==> config.mk <==
export PLATFORM = sky130hd
export DESIGN_NAME = enigma_core_param
export DESIGN_NICKNAME = d
export VERILOG_FILES = /design/src/rtl/enigma_pkg.sv /design/src/rtl/enigma_perm8.sv /design/src/rtl/enigma_core_param.sv
export SDC_FILE = /design/constraint.sdc
export NUM_CORES = 2
export LEC_CHECK = 0
export BUFFER_PORTS_ARGS = -buffer_cell sky130_fd_sc_hd__buf_2
export CORE_MARGIN = 2
export CORE_UTILIZATION = 45
export DETAILED_ROUTE_END_ITERATION = 8
export SLEW_MARGIN = 20
export SYNTH_ARGS = -nofsm -noshare
export SYNTH_HDL_FRONTEND = slang
export SYNTH_SLANG_ARGS = --single-unit
==> constraint.sdc <==
create_clock -name clk -period 41.3 [get_ports clk]
set_input_delay 4.13 -clock clk [delete_from_list [all_inputs] [get_ports clk]]
set_output_delay 4.13 -clock clk [all_outputs]
set_load 0.01 [all_outputs]
==> src/rtl/enigma_pkg.sv <==
// Shared types and constants for the parametrised two-rotor Enigma engine.
package enigma_pkg;

    typedef enum logic [1:0] {
        StIdle,
        StLoadA,
        StLoadB,
        StRun
    } state_e;

    // PermTab[m][k]: source offset within an 8-entry group for destination k.
    localparam logic [2:0] PermTab [8][8] = '{
        '{3'd0, 3'd1, 3'd2, 3'd3, 3'd4, 3'd5, 3'd6, 3'd7},
        '{3'd1, 3'd0, 3'd3, 3'd2, 3'd5, 3'd4, 3'd7, 3'd6},
        '{3'd2, 3'd3, 3'd0, 3'd1, 3'd6, 3'd7, 3'd4, 3'd5},
        '{3'd0, 3'd4, 3'd5, 3'd6, 3'd1, 3'd2, 3'd3, 3'd7},
        '{3'd4, 3'd5, 3'd6, 3'd7, 3'd0, 3'd1, 3'd2, 3'd3},
        '{3'd5, 3'd6, 3'd7, 3'd3, 3'd4, 3'd0, 3'd1, 3'd2},
        '{3'd6, 3'd7, 3'd3, 3'd2, 3'd5, 3'd4, 3'd0, 3'd1},
        '{3'd7, 3'd6, 3'd5, 3'd4, 3'd3, 3'd2, 3'd1, 3'd0}
    };

    function automatic bit w_legal(int unsigned w);
        return (w >= 3) && (w <= 8);
    endfunction

endpackage

==> src/rtl/enigma_perm8.sv <==
// Combinational 8-entry group permuter used to step rotor B.
module enigma_perm8
    import enigma_pkg::*;
#(
    parameter int unsigned W = 6
) (
    input  logic [2:0]        mode_i,
    input  logic [7:0][W-1:0] data_i,
    output logic [7:0][W-1:0] data_o
);

    always_comb begin
        for (int k = 0; k < 8; k++) begin
            data_o[k] = data_i[PermTab[mode_i][k]];
        end
    end

endmodule

==> src/rtl/enigma_core_param.sv <==
// Two-rotor Enigma engine: load/run FSM, rotor storage, 2-cycle cipher pipeline.
module enigma_core_param
    import enigma_pkg::*;
#(
    parameter int unsigned W       = 6,
    parameter int unsigned SHIFT_W = 2
) (
    input  logic         clk,
    input  logic         rst_n,
    input  logic         load_valid,
    input  logic         crypt_mode,
    input  logic         code_valid,
    input  logic [W-1:0] code_in,
    output logic         ready,
    output logic         load_err,
    output logic         out_valid,
    output logic [W-1:0] out_code
);

    localparam int unsigned N    = 2 ** W;
    localparam int unsigned NGRP = N / 8;
    localparam logic [W:0] CntOne  = (W+1)'(1);
    localparam logic [W:0] CntN    = (W+1)'(N);
    localparam logic [W:0] CntFull = (W+1)'(2 * N);

    if (!w_legal(W) || SHIFT_W < 1 || SHIFT_W > W) begin : g_bad_param
        $error("enigma_core_param: W must be 3..8 and SHIFT_W must be 1..W");
    end

    state_e       state_q, state_d;
    logic [W:0]   cnt_q, cnt_d, cnt_inc;
    logic         lv_q, mode_q, err_q, err_d;
    logic         start, load_a, load_b, step;
    logic         in_valid_q, out_valid_q;
    logic [W-1:0] in_code_q, out_code_q;

    logic [N-1:0][W-1:0] rot_a_q, rot_a_d, rot_a_step;
    logic [N-1:0][W-1:0] rot_b_q, rot_b_d, rot_b_step;
    logic [N-1:0]        hit_a, hit_b;
    logic [W-1:0]        oa, ob, r, ib, sym_out, s_ext;
    logic [SHIFT_W-1:0]  s;
    logic [2:0]          m;

    // FSM state register
    always_ff @(posedge clk or negedge rst_n) begin
        if (!rst_n) begin
            state_q <= StIdle;
            cnt_q   <= '0;
            lv_q    <= 1'b0;
            err_q   <= 1'b0;
        end else begin
            state_q <= state_d;
            cnt_q   <= cnt_d;
            lv_q    <= load_valid;
            err_q   <= err_d;
        end
    end

    assign cnt_inc = cnt_q + CntOne;

    // FSM next state
    always_comb begin
        state_d = state_q;
        cnt_d   = cnt_q;
        unique case (state_q)
            StIdle: begin
                if (load_valid) begin
                    state_d = StLoadA;
                    cnt_d   = CntOne;
                end
            end
            StLoadA, StLoadB: begin
                if (!load_valid) begin
                    state_d = StIdle;
                    cnt_d   = '0;
                end else begin
                    cnt_d = cnt_inc;
                    if (cnt_inc == CntFull) begin
                        state_d = StRun;
                    end else if (cnt_inc >= CntN) begin
                        state_d = StLoadB;
                    end else begin
                        state_d = StLoadA;
                    end
                end
            end
            StRun: begin
                // Re-key only on a fresh rising edge so an over-long load is ignored.
                if (load_valid && !lv_q) begin
                    state_d = StLoadA;
                    cnt_d   = CntOne;
                end
            end
            default: begin
                state_d = StIdle;
                cnt_d   = '0;
            end
        endcase
    end

    // FSM outputs
    always_comb begin
        ready  = (state_q == StRun);
        start  = (state_q == StIdle && load_valid) ||
                 (state_q == StRun && load_valid && !lv_q);
        load_a = start || (state_q == StLoadA && load_valid);
        load_b = (state_q == StLoadB) && load_valid;
        err_d  = (state_q == StLoadA || state_q == StLoadB) && !load_valid;
    end

    assign load_err = err_q;

    always_ff @(posedge clk or negedge rst_n) begin
        if (!rst_n) begin
            mode_q      <= 1'b0;
            in_valid_q  <= 1'b0;
            in_code_q   <= '0;
            out_valid_q <= 1'b0;
            out_code_q  <= '0;
        end else begin
            if (start) begin
                mode_q <= crypt_mode;
            end
            in_valid_q  <= code_valid && ready && !load_valid;
            in_code_q   <= code_in;
            out_valid_q <= in_valid_q;
            if (in_valid_q) begin
                out_code_q <= sym_out;
            end
        end
    end

    assign out_valid = out_valid_q;
    assign out_code  = out_code_q;

    // Forward through A and B, reflect, then invert B and A via one-hot search.
    always_comb begin
        oa = rot_a_q[in_code_q];
        ob = rot_b_q[oa];
        r  = ~ob;
        ib = '0;
        for (int i = 0; i < N; i++) begin
            hit_b[i] = (rot_b_q[i] == r);
            if (hit_b[i]) begin
                ib = ib | W'(i);
            end
        end
        sym_out = '0;
        for (int j = 0; j < N; j++) begin
            hit_a[j] = (rot_a_q[j] == ib);
            if (hit_a[j]) begin
                sym_out = sym_out | W'(j);
            end
        end
    end

    // Step selectors come from mirrored points so decrypt tracks encrypt.
    always_comb begin
        if (mode_q) begin
            s = ib[SHIFT_W-1:0];
            m = r[2:0];
        end else begin
            s = oa[SHIFT_W-1:0];
            m = ob[2:0];
        end
        s_ext = W'(s);
        for (int i = 0; i < N; i++) begin
            rot_a_step[i] = rot_a_q[W'(i) - s_ext];
        end
    end

    for (genvar g = 0; g < NGRP; g++) begin : g_grp
        enigma_perm8 #(
            .W (W)
        ) u_perm (
            .mode_i (m),
            .data_i (rot_b_q[g*8 +: 8]),
            .data_o (rot_b_step[g*8 +: 8])
        );
    end

    assign step = in_valid_q && !load_a && !load_b;

    always_comb begin
        rot_a_d = rot_a_q;
        rot_b_d = rot_b_q;
        if (load_a) begin
            rot_a_d = {code_in, rot_a_q[N-1:1]};
        end else if (step) begin
            rot_a_d = rot_a_step;
        end
        if (load_b) begin
            rot_b_d = {code_in, rot_b_q[N-1:1]};
        end else if (step) begin
            rot_b_d = rot_b_step;
        end
    end

    always_ff @(posedge clk) begin
        rot_a_q <= rot_a_d;
        rot_b_q <= rot_b_d;
    end

endmodule
---- After elaboration in Yosys (flattened, before gate mapping) ----
Memory sizes are Yosys's and may differ from the RTL's.
Index checks and enable logic that the tools add are counted.
word-level totals
  bits in registers ....................... 794
  ROM bits ................................ 192
  input port bits ......................... 11
  output and inout bits ................... 9
  word-level logic and storage cells ...... 853
  memories ................................ 1
memories
  memory           words  bits a word  read ports  clocked after Yosys merged registers in  write ports  RTL line            RTL
  (no name shown)  8      24           1           0                                        0            enigma_perm8.sv:14  data_o[k] = data_i[PermTab[mode_i][k]];
cells by class
  add/subtract/negate cells ............... 65
  $lt $le $gt $ge ......................... 76
  equality and inequality tests ........... 131
  muxes and demuxes ....................... 417
  bitwise gates (word level) .............. 2
  reduce and logical (&&, ||, !) cells .... 24
operators by type and width
  cell                 count
  $bmux 6 s6           66
  $mux 384             6
  $mux 6               194
  $bmux 6 s3           64
  $eq 6x6->1           126
  $lt 6x7->1 const B   66
  $mux 5               32
  $sub 5x2->6 const A  16
  $sub 6x2->6 const A  16
  $mux 4               16
  $mux 24              2
  $sub 5x3->6 const A  8
  $mux 7               6
  $sub 4x2->5 const A  8
  $mux 2               18
  $lt 3x4->1 const B   8
  $mux 3               9
  $pmux 7 s3           1
  $sub 4x3->5 const A  4
  $sub 3x2->4 const A  4
  $logic_and 1x1->1    11
  $sub 3x3->4 const A  2
  $add 7x1->7 const B  1
  $ge 7x7->1 const B   1
  20 further kinds     30

---- Longest topological paths before layout ----
  depth after elaboration ................. 133
  mapped depth ............................ 41
  depth with buffers taken out ............ 21

---- By module ----
Synthesis repeated with hierarchy kept, for this count alone.
second synthesis, totals
  cell total of the unflattened synthesis .. 10054
  area total of the unflattened synthesis .. 90685.7 µm²
by module, submodules not included
  module                               instances  cells each  area each (µm²)  sequential area each (µm²)
  enigma_core_param                    1          5751        60214.0          23712.7
  enigma_perm8 at g_grp[1].u_perm ...  7          544         3809.9           0.0
  enigma_perm8 at g_grp[0].u_perm      1          495         3802.4           0.0

---- Least setup slack after synthesis ----
No wires, ideal clock.
  path kind ............................... input to register
  from .................................... input port load_valid
  to ...................................... register rot_a_q[0] (netlist bit), enable pin
  setup time .............................. 1663 ps
  arrival time ............................ 31706 ps
  required time ........................... 39637 ps
  setup slack ............................. 7930 ps
  stages .................................. 6
  buffers on the path ..................... 4
  cells stage by stage .................... and2_1 > clkbuf_1 > clkbuf_1 > clkbuf_1 > clkbuf_1 > o21ai_0
between the ends
  word-level cells in the longest chain between the ends .. 8
  elaborated cells on any way between the ends .. 12
  classes of those cells .................. reduce/logical: 12
ends and longest elaborated chain
  item                             RTL line                  RTL
  start, declared                  enigma_core_param.sv:10   input logic load_valid,
  $logic_and 1x1->1 (2 in series)  enigma_core_param.sv:105  (state_q == StRun && load_valid && !lv_q);
  $logic_or 1x1->1                 enigma_core_param.sv:104  start = (state_q == StIdle && load_valid) ||
  $logic_or 1x1->1                 enigma_core_param.sv:106  load_a = start || (state_q == StLoadA && load_valid);
  $logic_not 1->1                  enigma_core_param.sv:182  assign step = in_valid_q && !load_a && !load_b;
  $logic_and 1x1->1 (2 in series)  enigma_core_param.sv:182
  $reduce_bool 2->1 (no line) (*)  n/a
  end signal, assigned             enigma_core_param.sv:200  rot_a_q <= rot_a_d;
  end, declared                    enigma_core_param.sv:37   logic [N-1:0][W-1:0] rot_a_q, rot_a_d, rot_a_step;
Every way passes the cells marked *; elsewhere a longest branch is shown, timed or not.
A chain may end at the register's enable or synchronous reset.

==> results by group <==
Run status
  – Outcome: finished with violations
  – Failing checks: DRC

Place
  – PortBufs: 19
  – DP HPWL: 261 mm
  – Final GP Congestion: 1.09

Route
  – Via/cell ratio: 7.45
  – Initial DRT Pass Iterations: 9
  – Routed len/inst: 35.9 microns
  – Total wire length: 416 mm
  – DRC Markers: 8
  – DR iter-0 viols: 15500
  – Final ANT Viol Nets: 0
  – Total number of vias: 86200

Clock network
  – Num CTS Buffers: 105
  – TritonCTS Sinks: 794
  – Hold Buf Count CTS: 0
  – Clock Latency Late Sink: 0.84 ns
  – Root buffer cell: clkbuf_16
  – Clk buf depth: 3
  – CTS tree: done
  – Clock slew at reported path FFs: 0.06 ns
  – Number of H-tree levels: 3
  – Total setup buffers inserted after CTS: 0
  – Post-CTS sizing: 0

Timing
  – Post-route minimum period: 14.61 ns
  – Final period util: 35.4%
  – Final Max Slew Viols: 0
  – Setup Skew: 0.0583 ns
  – Fmax: 0.0684 GHz
  – Final hold violations: 0
  – Sum of negative setup slack: 0 ns
  – Slew @ Worst Pin: 1.26 ns
  – RSZ-0062 raised after global routing: no
  – Final setup vio count: 0
  – Normalized max-slew margin: 15.7%

Synthesis
  – Post-Synthesis Cells: 9959
  – Post-synthesis async set-or-reset flop share: 3.27%
  – Sequential area share after synthesis: 27.9%
  – Xor/xnor share of the synthesized area: 3.73%
  – Compound-Gate Fraction of Synth Area: 18.1%
  – Mux contribution to synthesized area: 24.6%
  – Post-Syn Nets: 9981
  – Area share of fa/ha/maj cells after synthesis: 0.162%
  – Largest family of logic cells by synthesized area: multiplexers
  – Simple-gate share of the synthesized area: 18.4%
  – Avg Inst Size Synth: 8.54 sq um
  – Post-synth EDFFs: 768
  – Synthesized cell area: 0.0851 sq mm
  – Synth warn: 0
  – Synthesized flop and latch total: 794
  – Netlist cell types: 102
  – Post-synth top flop: edfxtp_1

Die
  – Initial core utilization: 45.3%
  – DIE WIDTH: 439 microns
  – Boundary Pins: 20
  – Core area: 0.188 sq mm
  – Die Area: 0.193 sq mm
  – FP Rows: 159
  – Die Y: 439 microns

Worst setup path
  – Most used cell, CP: buf_4
  – Kind of critical path: register to register
  – CP startpoint: in_code_q[0]
  – Setup crit end kind: register
  – CP max FO: 96
  – Cell family with most CP delay: simple AND/OR/NAND/NOR gates
  – Worst path buffer plus inverter count: 7
  – Critical path required time: 41.95 ns
  – Crit-path max cell delay: 0.98 ns
  – CP arrival: 15.26 ns
  – FF-to-FF Start: in_code_q[0]
  – Startpoint types: register
  – Slowest CP cell: dfrtp_4

Min path
  – Worst hold path startpoint: mode_q
  – Hold Path Class: register to register

GRT
  – Vias in the first global route: 79800
  – Initial antenna violation count: 19
  – Gr ovfl total: 0
  – First-pass GRT wire length: 591 mm
  – Tot GR Track Use: 41.5%
  – Largest net degree at the start of global routing: 227

Final layout
  – Final layout net count: 8989
  – Fillers: 17800
  – Layout area overhead: 4.21%
  – Layout cells sized above 1: 13.1%

Flow run
  – MaxCap Viol Count: 0
[Yosys cell counts (133+ instances only)]
| cell | number | area (sq um) |
|---|---|---|
| a21oi_1 | 1271 | 6360 |
| buf_2 | 193 | 966 |
| mux2i_1 | 1040 | 10400 |
| clkbuf_1 | 884 | 3320 |
| xor2_1 | 215 | 1880 |
| nand2_1 | 1360 | 5100 |
| and3_1 | 133 | 832 |
| mux2_2 | 260 | 2930 |
| mux4_2 | 337 | 7590 |
| o21ai_0 | 412 | 2060 |
| buf_1 | 140 | 526 |
| xnor2_1 | 147 | 1290 |
| nor2_1 | 622 | 2330 |
| nand3_1 | 235 | 1180 |
| nor4_1 | 173 | 1080 |
| a31oi_1 | 222 | 1390 |
| edfxtp_1 | 768 | 23100 |
[through the flow]
stage               area [sq um]  instances  hold WS [ns]  worst slack, ns  util, %
floorplan                  85100       9959         0.374             7.93        -
global placement           84800      11400         0.489            27.65     45.2
detailed placement         84900      11400         0.517            27.40     45.2
CTS                        88500      11500         0.529            27.33     47.1
global route               88600      11600         0.540            26.27     47.2
finish                     88600      11600         0.533            26.69     47.2
[placed cells by master (no fill, tap or decap), types with 28 or more instances in the layout]
cell / synthesis / routed
nor3_1: 29 / 28
nand2_1: 1360 / 1349
mux4_2: 337 / 337
nand4b_1: 93 / 93
a32o_1: 29 / 29
and4_1: 77 / 74
a211oi_1: 110 / 110
mux2_2: 260 / 260
a21o_1: 85 / 85
nand3_1: 235 / 235
o21ai_0: 412 / 401
buf_4: 70 / 215
a22o_1: 127 / 127
mux2i_1: 1040 / 1040
a21oi_1: 1271 / 1267
a22oi_1: 57 / 57
o22ai_1: 59 / 59
inv_1: 38 / 36
nand4_1: 122 / 122
nor4_1: 173 / 163
nor4b_1: 60 / 59
and3_1: 133 / 129
nor2_1: 622 / 614
clkbuf_16: 0 / 105
nor3b_1: 91 / 91
or3_1: 62 / 62
xor2_1: 215 / 214
xnor2_1: 147 / 144
a221o_1: 30 / 30
or4_1: 50 / 50
edfxtp_1: 768 / 768
a31oi_1: 222 / 221
[state kept, by name, indices dropped and copies added, names as in the netlist, 2 cells and up]
name and count:
cnt_q 7, out_code 6, state_q 2, in_code_q 6, rot_a_q 384, rot_b_q 384
[layer usage]
layer,wire length [microns],share of wire [%],up-vias,GRT usage [%]
met4,38100,9.2,24,31.0
li1,-,-,35200,-
met3,56500,14,2065,12.8
met1,142000,34,41400,50.0
met5,167,0.040,-,0
met2,179000,43,7504,62.3
[area by class of cell]
class	instances	area, sq um	share of cell area [%]
clock inverter	58	736	0.830
sequential	794	23700	26.8
multi-input combinational	7773	55900	63.1
clock buffer	136	2880	3.25
tap	2495	3120	3.52
timing repair buffer	251	2050	2.32
antenna	11	27.5	0.0311
inverter	42	171	0.193
[cell families (layout without fill, tap and decap cells)]
kind of cell | count (synthesis) | after routing
AO/OA/AOI/OAI | 2569 | 2569
XOR/XNOR | 362 | 362
adder cells (fa/ha/maj) | 11 | 11
buffers and inverters | 1392 | 487
flip-flops | 794 | 794
multiplexers | 1638 | 1638
other | 0 | 11
AND/OR/NAND/NOR | 3193 | 3193
[path summary, 6_finish.rpt]
path	end	depth (start not counted)	slack (ns)
worst max-delay path	rot_a_q[279]	27	26.69
worst min-delay path	mode_q	1	0.53
worst max register to register	rot_a_q[279]	27	26.69
worst min register to register	mode_q	1	0.53
max in group asynchronous	in_code_q[1]	1	37.19
min in group asynchronous	out_code[4]	1	3.44
Power is not shown: default switching activity piles up to over one toggle a cycle in this logic, so the estimate is an artifact.
